**config.mk**
```make
export PLATFORM = sky130hd
export DESIGN_NAME = elevator_floor_ctrl
export DESIGN_NICKNAME = d
export VERILOG_FILES = /design/src/rtl/elevator_floor_ctrl.sv
export SDC_FILE = /design/constraint.sdc
export NUM_CORES = 1
export LEC_CHECK = 0
export ABC_AREA = 1
export CAP_MARGIN = 5
export CORE_AREA = 2 2 73 75
export CTS_BUF_LIST = sky130_fd_sc_hd__clkbuf_8
export CTS_CLUSTER_DIAMETER = 40
export DETAILED_ROUTE_END_ITERATION = 16
export DIE_AREA = 0 0 75 77
export HOLD_SLACK_MARGIN = 0.06
export PLACE_DENSITY = 0.89
export RECOVER_POWER = 25
export SYNTH_ARGS = -nofsm -noshare
export SYNTH_HDL_FRONTEND = slang
export SYNTH_SLANG_ARGS = --single-unit
```
**constraint.sdc**
```tcl
create_clock -name clk -period 3 [get_ports clk]
set_clock_uncertainty 0.2 [all_clocks]
set_input_delay 0.9 -clock clk [delete_from_list [all_inputs] [get_ports clk]]
set_output_delay 0.9 -clock clk [all_outputs]
set_load 0.02 [all_outputs]
```
**src/rtl/elevator_floor_ctrl.sv**
```systemverilog
// elevator_floor_ctrl: SCAN car scheduler with latched floor calls, travel/door timers
// and a registered BCD floor code for the seven-segment decoder.
module elevator_floor_ctrl #(
    parameter int NUM_FLOORS  = 10,
    parameter int MOVE_CYCLES = 8,
    parameter int DOOR_CYCLES = 4
) (
    input  logic                  clk,
    input  logic                  rst_n,
    input  logic [NUM_FLOORS-1:0] call_req,
    output logic [3:0]            floor_bcd,
    output logic                  moving_up,
    output logic                  moving_down,
    output logic                  door_open,
    output logic [NUM_FLOORS-1:0] pending,
    output logic                  busy
);
    localparam int MW = $clog2(MOVE_CYCLES + 1);
    localparam int DW = $clog2(DOOR_CYCLES + 1);

    typedef enum logic [1:0] {IDLE, MOVE_UP, MOVE_DOWN, DOOR_OPEN} state_t;

    state_t                  state_q, state_d;
    logic [3:0]              floor_q, floor_d, nf;
    logic [MW-1:0]           move_q, move_d;
    logic [DW-1:0]           door_q, door_d;
    logic                    dir_q, dir_d, up;
    logic [NUM_FLOORS-1:0]   pending_q, pending_d, req_eff;

    // True when any request lies strictly beyond floor f in direction up (1) / down (0).
    function automatic logic dir_req(input logic [NUM_FLOORS-1:0] r, input logic [3:0] f,
                                     input logic u);
        dir_req = 1'b0;
        for (int i = 0; i < NUM_FLOORS; i++)
            if (r[i] && (u ? i > int'(f) : i < int'(f))) dir_req = 1'b1;
    endfunction

    always_comb begin
        req_eff   = pending_q | call_req;
        state_d   = state_q;
        floor_d   = floor_q;
        move_d    = move_q;
        door_d    = door_q;
        dir_d     = dir_q;
        pending_d = req_eff;
        up        = state_q == MOVE_UP;
        nf        = up ? (floor_q == 4'(NUM_FLOORS - 1) ? floor_q : floor_q + 4'd1)
                       : (floor_q == 4'd0 ? floor_q : floor_q - 4'd1);
        case (state_q)
            IDLE: begin
                move_d = '0;
                if (req_eff[floor_q]) begin
                    state_d            = DOOR_OPEN;
                    pending_d[floor_q] = 1'b0;
                    door_d             = '0;
                end else if (dir_req(req_eff, floor_q, 1'b1) &&
                             (dir_q || !dir_req(req_eff, floor_q, 1'b0))) begin
                    state_d = MOVE_UP;
                end else if (dir_req(req_eff, floor_q, 1'b0)) begin
                    state_d = MOVE_DOWN;
                end
            end
            DOOR_OPEN: begin
                // Calls for the open floor are absorbed rather than latched.
                pending_d[floor_q] = 1'b0;
                door_d             = door_q + DW'(1);
                if (door_q == DW'(DOOR_CYCLES - 1)) begin
                    door_d = '0;
                    move_d = '0;
                    if (dir_req(pending_d, floor_q, dir_q))
                        state_d = dir_q ? MOVE_UP : MOVE_DOWN;
                    else if (dir_req(pending_d, floor_q, !dir_q))
                        state_d = dir_q ? MOVE_DOWN : MOVE_UP;
                    else
                        state_d = IDLE;
                end
            end
            default: begin
                move_d = move_q + MW'(1);
                if (move_q == MW'(MOVE_CYCLES - 1)) begin
                    move_d  = '0;
                    floor_d = nf;
                    dir_d   = up;
                    if (req_eff[nf]) begin
                        state_d       = DOOR_OPEN;
                        pending_d[nf] = 1'b0;
                        door_d        = '0;
                    end else if (!dir_req(req_eff, nf, up)) begin
                        state_d = IDLE;
                    end
                end
            end
        endcase
    end

    always_ff @(posedge clk or negedge rst_n) begin
        if (!rst_n) begin
            state_q   <= IDLE;
            floor_q   <= '0;
            move_q    <= '0;
            door_q    <= '0;
            dir_q     <= 1'b1;
            pending_q <= '0;
        end else begin
            state_q   <= state_d;
            floor_q   <= floor_d;
            move_q    <= move_d;
            door_q    <= door_d;
            dir_q     <= dir_d;
            pending_q <= pending_d;
        end
    end

    assign floor_bcd   = floor_q;
    assign moving_up   = state_q == MOVE_UP;
    assign moving_down = state_q == MOVE_DOWN;
    assign door_open   = state_q == DOOR_OPEN;
    assign pending     = pending_q;
    assign busy        = (state_q != IDLE) || (|pending_q);
endmodule

```
# Word-level counts from Yosys, hierarchy flattened
# Cells that the tools add are included.
# Widths: inputs -> output; s select.
# classes
n_addsub	4
magnitude_cmp	42
eq_ne	10
mux	129
bitwise_logic	6
reduce_logical	65
# ops
cell	n
$mux 1	98
$logic_and 1x1->1	52
$gt 3x4->1 const A	8
$lt 3x4->1 const A	8
$mux 10	3
$mux 2	11
$and 10x10->10	2
$mux 4	5
$not 10->10	2
$pmux 10 s2	1
$gt 2x4->1 const A	4
$gt 4x4->1 const A	4
$lt 1x4->1 const A	4
$lt 2x4->1 const A	4
$lt 4x4->1 const A	4
$mux 3	4
$lt 4x5->1 const B	2
$or 10x10->10	1
$reduce_or 10->1	1
$add 4x1->4 const B	2
$bmux 1 s4	2
$demux 1 s4	2
$ge 4x1->1 const B	2
$gt 1x4->1 const A	2
25 further kinds	28
# totals
register_bits	24
inputBits	12
output_inout_bits	18

# Logic depth before layout (Yosys ltp)
# logic_depth
word_depth	26
depth_mapped	22
mapped_depth_nobuf	19

# Worst setup path before layout
# OpenSTA, ideal clock, no wires.
# synth_timing
path_kind	register -> register
start	register floor_q[0] (netlist: floor_bcd[0])
end	register state_q[0]
arrival_time_ns	2.375
required_time_ns	2.683
slack_ns	0.308
stages_incl_launch_ff	22
period_less_slack_ns	2.692
cell_sequence	dfrtp_1 buf_6 inv_2 buf_6 ha_1 buf_2 nand2_2 inv_2 nor2_1 nand2_4 nand2_4 nand2_2 o21bai_1 nand2_1 nand2_1 nand2_1 nor2_1 nand3_1 nand2_2 nand2_1 nand2_1 nand2_1
# synth_via
elab_chain_cells	24
word_cells_on_any_way	213
cone_classes	add/sub (2); order compare (40); eq/ne (3); mux (111); bitwise (2); reduce/logical (55)
# synth_lines
element	line	source
start, declared	24	logic [3:0] floor_q, floor_d, nf;
start signal, assigned	106	floor_q <= floor_d;
branches (longest 24 deep; another with $sub 4x1->4)	n/a	
end signal, assigned	105	state_q <= state_d;
end, declared	23	state_t state_q, state_d;
# Several ways; the timed one is not identified. The select of a mux whose other input is x is not followed.
# A chain may end at the register's enable or synchronous reset.

# Worst setup path in the final report
# layout_timing
start	register floor_q[2] (netlist: floor_bcd[2])
end	output port floor_bcd[2]
# layout_rtl
element	line	source
end, declared	11	output logic [3:0] floor_bcd,
# No word-level cell between the ends.

==> results_dict.tcl <==
set metrics [dict create \
    seq_area_frac_synth_pct 20.5 \
    grt_antenna_before_repair 0 \
    yosys_warnings 0 \
    layout-drive-gt1-share_pct 14.0 \
    powerDensity_nw_per_um2 1200 \
    synth_top_family_by_area "simple AND/OR/NAND/NOR gates" \
    die-area_sq_um 5780 \
    clockBufferDepth 2 \
    comb_power_share_pct 78.7 \
    antennaDiodeCount 0 \
    num_rows 26 \
    clkTransAtPathRegs_ns 0.10 \
    max_slew_margin_pct 2.32 \
    peakVddDrop_uv 603 \
    viasPerCell 5.89 \
    crit_fanout 10 \
    pin_count 30 \
    stdcell_area_sq_um 3550 \
    wl_per_cell_microns 16.5 \
    syn-num-nets 528 \
    vias 3697 \
    p_leak_nw 1.91 \
    synth_xor_area_share_pct 0.896 \
    period_share_pct 94.3 \
    switchingPower_mw 2.45 \
    grt-ovfl-total 0 \
    hold_path_class "flop to flop" \
    r2r_slack_ns 0.18 \
    outcome "completed" \
    dpl.hpwl_microns 7960 \
    grt_max_degree 25 \
    die_w_microns 75 \
    post_dp_cell_area_sq_um 3470 \
    muxShareOfSynthArea_pct 0 \
    ctsHoldBuffers 0 \
    seqPwrFrac_pct 14.1 \
    worstSetupPathType "flop to output port" \
    holdWs_ns 0.324 \
    drc 0 \
    start_util_pct 58.9 \
    clock_latency_ns 0.28 \
    postSynthCellCount 506 \
    routed_wirelength_microns 10400 \
    synth_compound_area_share_pct 15.8 \
    core_region_area_sq_um 4980 \
    setup-violations-final 0 \
    synth_simple_gate_area_share_pct 46.5 \
    num-nets-final 581 \
    final.setup.worst_slack_ns 0.172 \
    area_growth_pct 21.0 \
    io_buffer_count 29 \
    start_kind "flop" \
    cts_root_buf "clkbuf_8" \
    htreeDepth 1 \
    preCtsSetupSlack_ns -0.117 \
    groute.usage.overall_pct 37.7 \
    cp_data_required_time_ns 1.90 \
    post_cts_buffers 0 \
    grt_pass1_vias 3452 \
    ant_nets 0 \
    cts_tree "yes" \
    worst_pin_slew_ns 1.47 \
    synth_cell_type_count 35 \
    grt_pass1_wl_microns 16800 \
    dr.pass1.iters 6 \
    first_iter_violations 509 \
    power.internal_mw 1.82 \
    cts_sinks 24 \
    cap_violations 0 \
    min_period_ns 2.83 \
    synth_edf_count 0 \
    max_freq_ghz 0.354 \
    synth.avg_cell_area_sq_um 5.79 \
    drv_slew 0 \
    hold_viol_final 0 \
    cts_buffers 3 \
    ys_seq_elements 24 \
    rsz0062_at_grt "no" \
    p_clk_share_pct 7.2 \
    synth_fa_ha_area_share_pct 4.27 \
    sw_frac_of_total_pct 57.4 \
    die_h_microns 77 \
    arrival_ns 1.73 \
    routabilityCongestion 0.998 \
    end_kind "output port" \
    power.total_mw 4.26 \
    synth_ff_type "dfrtp_1" \
    syn_area_sq_um 2930 \
    num-fill-cells 441 \
    postCtsResizedCells 1 \
    async_flop_share_pct 100 \
]
cell usage after synthesis, types with 6 or more instances:
cell type,count,area (sq um)
a21oi_1,14,70.1
clkbuf_1,6,22.5
dfrtp_1,23,576
ha_1,10,125
inv_1,52,195
inv_2,7,26.3
nand2_1,191,717
nand2_2,9,56.3
nand3_1,51,255
nor2_1,26,97.6
o21ai_0,44,220
o21ai_1,7,35.0
o22ai_1,6,37.5
o311ai_0,7,61.3
flip-flops by register name, summed over array words and instances, names as in the netlist:
name       count
pending       10
floor_bcd      4
move_q         4
door_q         3
state_q        2
dir_q          1
stage by stage:
step / utilization [%] / std cells / TNS [ns]
after floorplan: - / 506 / 0
after global placement: 69.8 / 624 / -0.127
after detailed placement: 69.8 / 624 / -0.460
after CTS: 71.2 / 628 / 0
after global routing: 71.3 / 628 / 0
final: 71.3 / 628 / 0
per-layer routing:
| layer | routed length [microns] | share of wire (%) | track usage [%] |
|---|---|---|---|
| met5 | 0 | 0 | 0 |
| met4 | 513 | 5.0 | 16.6 |
| met3 | 1070 | 10 | 5.78 |
| met2 | 4630 | 45 | 58.0 |
| met1 | 4150 | 40 | 51.5 |
cells by family (layout without fill, tap and decap cells):
kind of cell,Yosys count,after routing
flops,24,24
buf+inv,81,133
xor+xnor,3,3
simple gates,305,305
compound gates,83,83
fa+ha+maj,10,10
path summary, 6_finish.rpt:
path | start | end | cells after the start
setup / recovery | floor_bcd[2] | floor_bcd[2] | 2
hold / removal | door_q[1] | door_q[1] | 2
setup reg to reg | state_q[1] | state_q[1] | 17
hold reg to reg | door_q[1] | door_q[1] | 2
max in group asynchronous | rst_n | door_q[2] | 2
min in group asynchronous | rst_n | pending[8] | 2
worst max-delay path, stage by stage (launching register included):
cell and delay (ns):
dfrtp_1 0.61, buf_4 0.23, clkdlybuf4s50_1 0.60
cell usage in the layout, fill, tap and decap left out, types with 14 or more instances in the layout:
cell type	instances
inv_1	51
nand2_1	190
o21ai_0	44
nor2_1	26
dfrtp_1	23
nand3_1	51
clkdlybuf4s50_1	26
buf_4	36
a21oi_1	14
final cells by class:
class | count | area [sq um] | area share, %
clock buffer | 3 | 41.3 | 1.16
clock inverter | 1 | 30.0 | 0.846
inverter | 63 | 236 | 6.66
multi-input combinational | 401 | 1990 | 56.0
sequential | 24 | 602 | 17.0
tap | 70 | 87.6 | 2.47
timing repair buffer | 66 | 566 | 15.9
power by group through the flow:
stage	sequential, mW	clock [mW]	combinational [mW]
floorplan	0.649	0	2.15
global placement	0.591	0	3.17
detailed placement	0.600	0	3.22
CTS	0.596	0.304	3.24
global route	0.616	0.315	3.67
finish	0.601	0.306	3.36
Note: power is estimated with default switching activity, not from simulation.
